[config.mk]
export PLATFORM = sky130hd
export DESIGN_NAME = cmp_operand_loader_flat
export DESIGN_NICKNAME = d
export VERILOG_FILES = /design/src/rtl/cmp_pkg.sv /design/src/rtl/cmp_operand_loader_if.sv /design/src/rtl/btn_debounce.sv /design/src/rtl/cmp_operand_loader.sv /design/src/flat_wrapper.sv
export SDC_FILE = /design/constraint.sdc
export NUM_CORES = 1
export LEC_CHECK = 0
export ABC_AREA = 1
export CORE_MARGIN = 1
export CORE_UTILIZATION = 49
export CTS_CLUSTER_DIAMETER = 100
export DETAILED_ROUTE_END_ITERATION = 7
export GPL_TIMING_DRIVEN = 0
export PLACE_DENSITY = 0.76
export RECOVER_POWER = 50
export SLEW_MARGIN = 0
export SYNTH_ARGS = -nofsm -noshare
export SYNTH_HDL_FRONTEND = slang
export SYNTH_SLANG_ARGS = --single-unit
[constraint.sdc]
create_clock -name clk -period 1.46 [get_ports clk]
set_input_delay 0.219 -clock clk [delete_from_list [all_inputs] [get_ports clk]]
set_output_delay 0.219 -clock clk [all_outputs]
set_load 0.03 [all_outputs]
[src/rtl/cmp_pkg.sv]
// ============================================================================
//  Module      : cmp_pkg
//  Description : Shared definitions for the comparator operand loader:
//                operand width and the encoding of the load FSM states
//                (also driven out on load_state for the board LEDs).
//  Revision    : 1.0  initial release
// ============================================================================
`default_nettype none

package cmp_pkg;

    localparam int CMP_WIDTH = 4;

    typedef logic [1:0] state_t;

    localparam state_t ST_WAIT_A = 2'd0;
    localparam state_t ST_WAIT_B = 2'd1;
    localparam state_t ST_VALID  = 2'd2;

endpackage : cmp_pkg

`default_nettype wire

[src/rtl/cmp_operand_loader_if.sv]
// ============================================================================
//  Module      : cmp_operand_loader_if
//  Description : Board-side bundle of the operand loader.
//                master : drives switches/buttons, observes operands
//                slave  : the loader itself
//  Signals     : sw_data, btn_load, btn_clr      (asynchronous board inputs)
//                a_out, b_out, operands_valid,
//                load_state                      (registered loader outputs)
//  Revision    : 1.0  initial release
// ============================================================================
`default_nettype none

interface cmp_operand_loader_if
    import cmp_pkg::*;
#(
    parameter int WIDTH = CMP_WIDTH
) ();

    logic [WIDTH-1:0] sw_data;
    logic             btn_load;
    logic             btn_clr;
    logic [WIDTH-1:0] a_out;
    logic [WIDTH-1:0] b_out;
    logic             operands_valid;
    state_t           load_state;

    modport master (
        output sw_data, btn_load, btn_clr,
        input  a_out, b_out, operands_valid, load_state
    );

    modport slave (
        input  sw_data, btn_load, btn_clr,
        output a_out, b_out, operands_valid, load_state
    );

endinterface : cmp_operand_loader_if

`default_nettype wire

[src/rtl/btn_debounce.sv]
// ============================================================================
//  Module      : btn_debounce
//  Description : Synchronizer chain + saturating debounce counter + one-shot.
//                Emits a single-cycle pulse once the synchronized button has
//                been high for DEBOUNCE_CYCLES consecutive cycles; no further
//                pulse until the synchronized button drops back to 0.
//  Ports       : clk, rst_n  clock / async active-low reset
//                btn_i       asynchronous button input
//                pulse_o     registered one-cycle press pulse
//  Revision    : 1.0  initial release
// ============================================================================
`default_nettype none

module btn_debounce #(
    parameter int SYNC_STAGES     = 2,
    parameter int DEBOUNCE_CYCLES = 4
) (
    input  wire logic clk,
    input  wire logic rst_n,
    input  wire logic btn_i,
    output logic      pulse_o
);

    localparam int CW = $clog2(DEBOUNCE_CYCLES + 1);

    localparam logic [CW-1:0] c_cnt_max = CW'(DEBOUNCE_CYCLES);
    // The pulse is registered, so it is armed one count early: it rises on
    // the same edge that takes the counter to c_cnt_max.
    localparam logic [CW-1:0] c_cnt_arm = CW'(DEBOUNCE_CYCLES - 1);

    logic [SYNC_STAGES-1:0] sync_q;
    logic [CW-1:0]          cnt_q;
    logic [CW-1:0]          cnt_d;
    logic                   pulse_q;
    logic                   pulse_d;
    logic                   btn_s;

    assign btn_s = sync_q[SYNC_STAGES-1];

    always_comb begin
        cnt_d   = cnt_q;
        pulse_d = 1'b0;
        if (!btn_s) begin
            cnt_d = '0;
        end else begin
            if (cnt_q != c_cnt_max) begin
                cnt_d = cnt_q + 1'b1;
            end
            // Saturation keeps cnt_q at max while held, so this fires once.
            pulse_d = (cnt_q == c_cnt_arm);
        end
    end

    always_ff @(posedge clk or negedge rst_n) begin
        if (!rst_n) begin
            sync_q  <= '0;
            cnt_q   <= '0;
            pulse_q <= 1'b0;
        end else begin
            sync_q  <= {sync_q[SYNC_STAGES-2:0], btn_i};
            cnt_q   <= cnt_d;
            pulse_q <= pulse_d;
        end
    end

    assign pulse_o = pulse_q;

endmodule : btn_debounce

`default_nettype wire

[src/rtl/cmp_operand_loader.sv]
// ============================================================================
//  Module      : cmp_operand_loader
//  Description : Operand stage for a signed comparator. Captures A, then B,
//                from one shared switch bank on debounced load presses and
//                flags when the pair is complete. A press while the pair is
//                valid starts a new pair (new A, B kept until replaced).
//  Ports       : clk, rst_n  clock / async active-low reset
//                bus         slave side of cmp_operand_loader_if
//  Revision    : 1.0  initial release
// ============================================================================
`default_nettype none

module cmp_operand_loader
    import cmp_pkg::*;
#(
    parameter int WIDTH           = CMP_WIDTH,
    parameter int SYNC_STAGES     = 2,
    parameter int DEBOUNCE_CYCLES = 4
) (
    input  wire logic            clk,
    input  wire logic            rst_n,
    cmp_operand_loader_if.slave  bus
);

    logic [WIDTH-1:0]       sw_sync_q [SYNC_STAGES];
    logic [SYNC_STAGES-1:0] clr_sync_q;
    logic [WIDTH-1:0]       sw_s;
    logic                   clr_s;
    logic                   load_pulse;

    state_t                 state_q, state_d;
    logic [WIDTH-1:0]       a_q, a_d;
    logic [WIDTH-1:0]       b_q, b_d;
    logic                   valid_q, valid_d;

    btn_debounce #(
        .SYNC_STAGES     (SYNC_STAGES),
        .DEBOUNCE_CYCLES (DEBOUNCE_CYCLES)
    ) u_load_db (
        .clk     (clk),
        .rst_n   (rst_n),
        .btn_i   (bus.btn_load),
        .pulse_o (load_pulse)
    );

    assign sw_s  = sw_sync_q[SYNC_STAGES-1];
    assign clr_s = clr_sync_q[SYNC_STAGES-1];

    always_ff @(posedge clk or negedge rst_n) begin
        if (!rst_n) begin
            for (int i = 0; i < SYNC_STAGES; i++) begin
                sw_sync_q[i] <= '0;
            end
            clr_sync_q <= '0;
        end else begin
            sw_sync_q[0] <= bus.sw_data;
            for (int i = 1; i < SYNC_STAGES; i++) begin
                sw_sync_q[i] <= sw_sync_q[i-1];
            end
            clr_sync_q <= {clr_sync_q[SYNC_STAGES-2:0], bus.btn_clr};
        end
    end

    always_comb begin
        state_d = state_q;
        a_d     = a_q;
        b_d     = b_q;
        if (clr_s) begin
            // Clear wins; a coincident load pulse is simply dropped.
            state_d = ST_WAIT_A;
            a_d     = '0;
            b_d     = '0;
        end else begin
            case (state_q)
                ST_WAIT_A: begin
                    if (load_pulse) begin
                        a_d     = sw_s;
                        state_d = ST_WAIT_B;
                    end
                end
                ST_WAIT_B: begin
                    if (load_pulse) begin
                        b_d     = sw_s;
                        state_d = ST_VALID;
                    end
                end
                ST_VALID: begin
                    if (load_pulse) begin
                        a_d     = sw_s;
                        state_d = ST_WAIT_B;
                    end
                end
                default: state_d = ST_WAIT_A;
            endcase
        end
        // Registered from next state so the flag tracks load_state exactly.
        valid_d = (state_d == ST_VALID);
    end

    always_ff @(posedge clk or negedge rst_n) begin
        if (!rst_n) begin
            state_q <= ST_WAIT_A;
            a_q     <= '0;
            b_q     <= '0;
            valid_q <= 1'b0;
        end else begin
            state_q <= state_d;
            a_q     <= a_d;
            b_q     <= b_d;
            valid_q <= valid_d;
        end
    end

    assign bus.a_out          = a_q;
    assign bus.b_out          = b_q;
    assign bus.operands_valid = valid_q;
    assign bus.load_state     = state_q;

endmodule : cmp_operand_loader

`default_nettype wire

[src/flat_wrapper.sv]
// flat-port wrapper written by rule: the top's interface ports become plain ports
module cmp_operand_loader_flat import cmp_pkg::*;
#(
    parameter int WIDTH           = CMP_WIDTH,
    parameter int SYNC_STAGES     = 2,
    parameter int DEBOUNCE_CYCLES = 4
)
  (clk, rst_n, bus_sw_data, bus_btn_load, bus_btn_clr, bus_a_out, bus_b_out, bus_operands_valid, bus_load_state);
  cmp_operand_loader_if #(.WIDTH(WIDTH)) bus_i ();
  input  wire logic clk;
  input  wire logic rst_n;
  input wire logic [$bits(bus_i.sw_data)-1:0] bus_sw_data;
  input wire logic [$bits(bus_i.btn_load)-1:0] bus_btn_load;
  input wire logic [$bits(bus_i.btn_clr)-1:0] bus_btn_clr;
  output wire logic [$bits(bus_i.a_out)-1:0] bus_a_out;
  output wire logic [$bits(bus_i.b_out)-1:0] bus_b_out;
  output wire logic [$bits(bus_i.operands_valid)-1:0] bus_operands_valid;
  output wire logic [$bits(bus_i.load_state)-1:0] bus_load_state;
  assign bus_i.sw_data = bus_sw_data;
  assign bus_i.btn_load = bus_btn_load;
  assign bus_i.btn_clr = bus_btn_clr;
  assign bus_a_out = bus_i.a_out;
  assign bus_b_out = bus_i.b_out;
  assign bus_operands_valid = bus_i.operands_valid;
  assign bus_load_state = bus_i.load_state;
  cmp_operand_loader #(.WIDTH(WIDTH), .SYNC_STAGES(SYNC_STAGES), .DEBOUNCE_CYCLES(DEBOUNCE_CYCLES)) u_core (.clk(clk), .rst_n(rst_n), .bus(bus_i));
endmodule
==> metrics.txt <==
minimum hold slack=about 360 ps; Post-CTS Setup Bufs=0; Compound-Gate Fraction of Synth Area=0.0232; HPWL after DPL=roughly 1100 microns; layout cells sized above 1=0.0885; total negative slack=0 ps; die area=~2300 sq um; total core area=around 2000 sq um; post-route ant nets=0; net count reported at finish=~130; first-pass GRT wire length=roughly 2200 microns; Worst Reg-to-Reg Cells=3; Port Buffers=18; CTS Buffer Depth=2; Clock Skews=between 4 and 5 ps; status=completed; pre-CTS setup slack=-141 ps; Die Ht=approximately 48 microns; clock sink total=27; Seq cells post-synth=27; relative slew slack=0.254; endpoint class of the critical path=output pin; XOR/XNOR share of the synthesized area=0; Placer Congestion=between 0.8 and 0.9; DRC=0; Starting Density=0.522; synth-to-layout area growth=20.0%; mean routed wirelength per cell=~11 microns; worst skew pair latency=slightly above 300 ps; critical path's slowest cell=dlygate4sd2_1; ant diodes=0; post-route cell area=about 1200 sq um; initial DRC count=4; critical path data arrival time=~1100 ps; post-synthesis adder-cell area fraction=0.0367; Final Setup Violations=0; Syn Nets=a little over 100; top achievable clock speed=between 700 and 800 MHz; Root Buffer=clkbuf_4; post-synth cell types=15; grt total ovfl=0; placed instance count=around 140; Post-Syn Area per Cell=around 11 sq um; Clk pin slew, worst setup/hold paths=roughly 140 ps; Post-Syn Area=just over 1000 sq um; Highest Signal Layer=met4; Setup CP Type=reg -> out; Req. time, crit path=1240 ps; via/cell ratio=around 4.7; TritonRoute pass-1 iters=4; Peak VDD IR=roughly 0.7 mV; critical path's top delay family=buffers and inverters; initial antenna violation count=0; All-Layer GR Usage=0.149; fin crit period=1320 ps; worst hold stages=0; Vias=between 600 and 700; number of CTS-inserted buffers=3; worst hold path type=reg -> reg; PwrDens=between 1000 and 1500 nW/um^2; CP startpoint kind=flop; metal2 WL=approximately 760 microns; vias in the first global route=528; Slew Viols, Final=0; multiplexer share of the synthesized area=0; post-layout util=0.626; leakage power=between 0.6 and 0.7 nW; sequential-to-total area share from yosys stat=0.660; PnR worst setup slack=141 ps; die span in x=roughly 48 microns; non-filler cells, final=between 100 and 150; drt total wl=between 1000 and 1500 microns; crit share post-route=0.903; Crit Path Max Fanout=3; Cell Chain, Critical Path=dlygate4sd2_1; Slew @ Worst Pin=around 1100 ps; Ys Warns=0; Met3 Wirelength=roughly 51 microns; CP bufs+invs=1; dpl cell area=~1200 sq um; total power=between 1 and 1.5 mW; largest net degree at the start of global routing=28; simple-gate share of the synthesized area=0.214; Synth Instances=91; WL met1=~640 microns; largest family of logic cells by synthesized area=simple AND/OR/NAND/NOR gates; H-tree depth=1; Fillers=approximately 180; Crit path depth=1; slowest stage delay, CP=around 400 ps; num ports=19; CTS tree=yes; row cnt=16; number of max-cap violations=0; RSZ-0062 raised after global routing=false; Final Hold Violating Endpoints=0
[flip-flops by register name, summed over array words and instances (netlist names)]
signal,cells
u_core.bus.load_state,2
u_core.clr_sync_q,2
u_core.bus.operands_valid,1
u_core.u_load_db.sync_q,2
u_core.bus.b_out,4
u_core.u_load_db.cnt_q,3
u_core.bus.a_out,4
u_core.u_load_db.pulse_o,1
u_core.sw_s,4
u_core.sw_sync_q,4
[repair_timing]
| action | CTS | global route |
|---|---|---|
| endpoints found under the setup margin | 11 | 1 |
| hold buffers | 0 | 0 |
| resized for setup | 11 | 2 |
[worst reg2reg max path: stages (launching register included)]
cell and delay, ps:
dfrtp_1 420, ha_1 200, ha_1 260, a21oi_1 130
[routing by layer]
layer / track usage / vias up
li1: - / 333
met1: 0.174 / 306
met2: 0.254 / 14
met3: 0.0226 / 2
met4: 0.100 / 0
met5: 0 / -
[power breakdown]
group          total (mW)  switching, mW  leakage [nW]  internal [mW]
sequential          0.853         0.0388         0.346          0.814
combinational       0.232          0.143         0.307         0.0891
clock               0.311          0.206        0.0139          0.104
[layout make-up]
type                            instances  area (sq um)  area share
Buffer                                  2          22.5      0.0183
Clock buffer                            3          22.5      0.0183
Clock inverter                          1          7.51     0.00611
Inverter                               12          45.0      0.0367
Multi-Input combinational cell         50           260       0.212
Sequential cell                        27           676       0.550
Tap cell                               27          33.8      0.0275
Timing Repair Buffer                   18           161       0.131
[synth_stat cells]
master | n | area, sq um
dfrtp_1 | 27 | 676
nand3_1 | 18 | 90.1
nand2_1 | 15 | 56.3
inv_1 | 10 | 37.5
nor2_1 | 5 | 18.8
ha_1 | 3 | 37.5
buf_6 | 2 | 22.5
inv_2 | 2 | 7.51
nand3_2 | 2 | 20.0
nor2_4 | 2 | 22.5
a21oi_1 | 1 | 5.00
nand2_4 | 1 | 11.3
o21ai_0 | 1 | 5.00
o21ai_1 | 1 | 5.00
o21ai_2 | 1 | 8.76
[logic make-up after synthesis]
logic type	after synthesis
and+or+nand+nor	43
adders and majority gates	3
buffers and inverters	14
DFF	27
AOI/OAI and AO/OA	4
[worst paths after layout]
check | end | from | slack (ps)
max | bus_load_state[0] | u_core.bus.load_state[0] | 140
max in group asynchronous | u_core.bus.operands_valid | rst_n | 310
min reg2reg | u_core.sw_s[3] | u_core.sw_sync_q[7] | 360
min | u_core.sw_s[3] | u_core.sw_sync_q[7] | 360
max reg2reg | u_core.u_load_db.cnt_q[2] | u_core.u_load_db.cnt_q[0] | 370
min in group asynchronous | u_core.bus.load_state[0] | rst_n | 490
[placed cells by master (no fill, tap or decap), drive strengths merged]
master          n
a21oi           1
buf             2
clkbuf          4
clkdlybuf4s50   1
clkinvlp        1
dfrtp          27
dlygate4sd2    10
dlygate4sd3     6
ha              3
inv            12
nand2          16
nand3          20
nor2            7
o21ai           3
(Power assumes the default switching activity.)
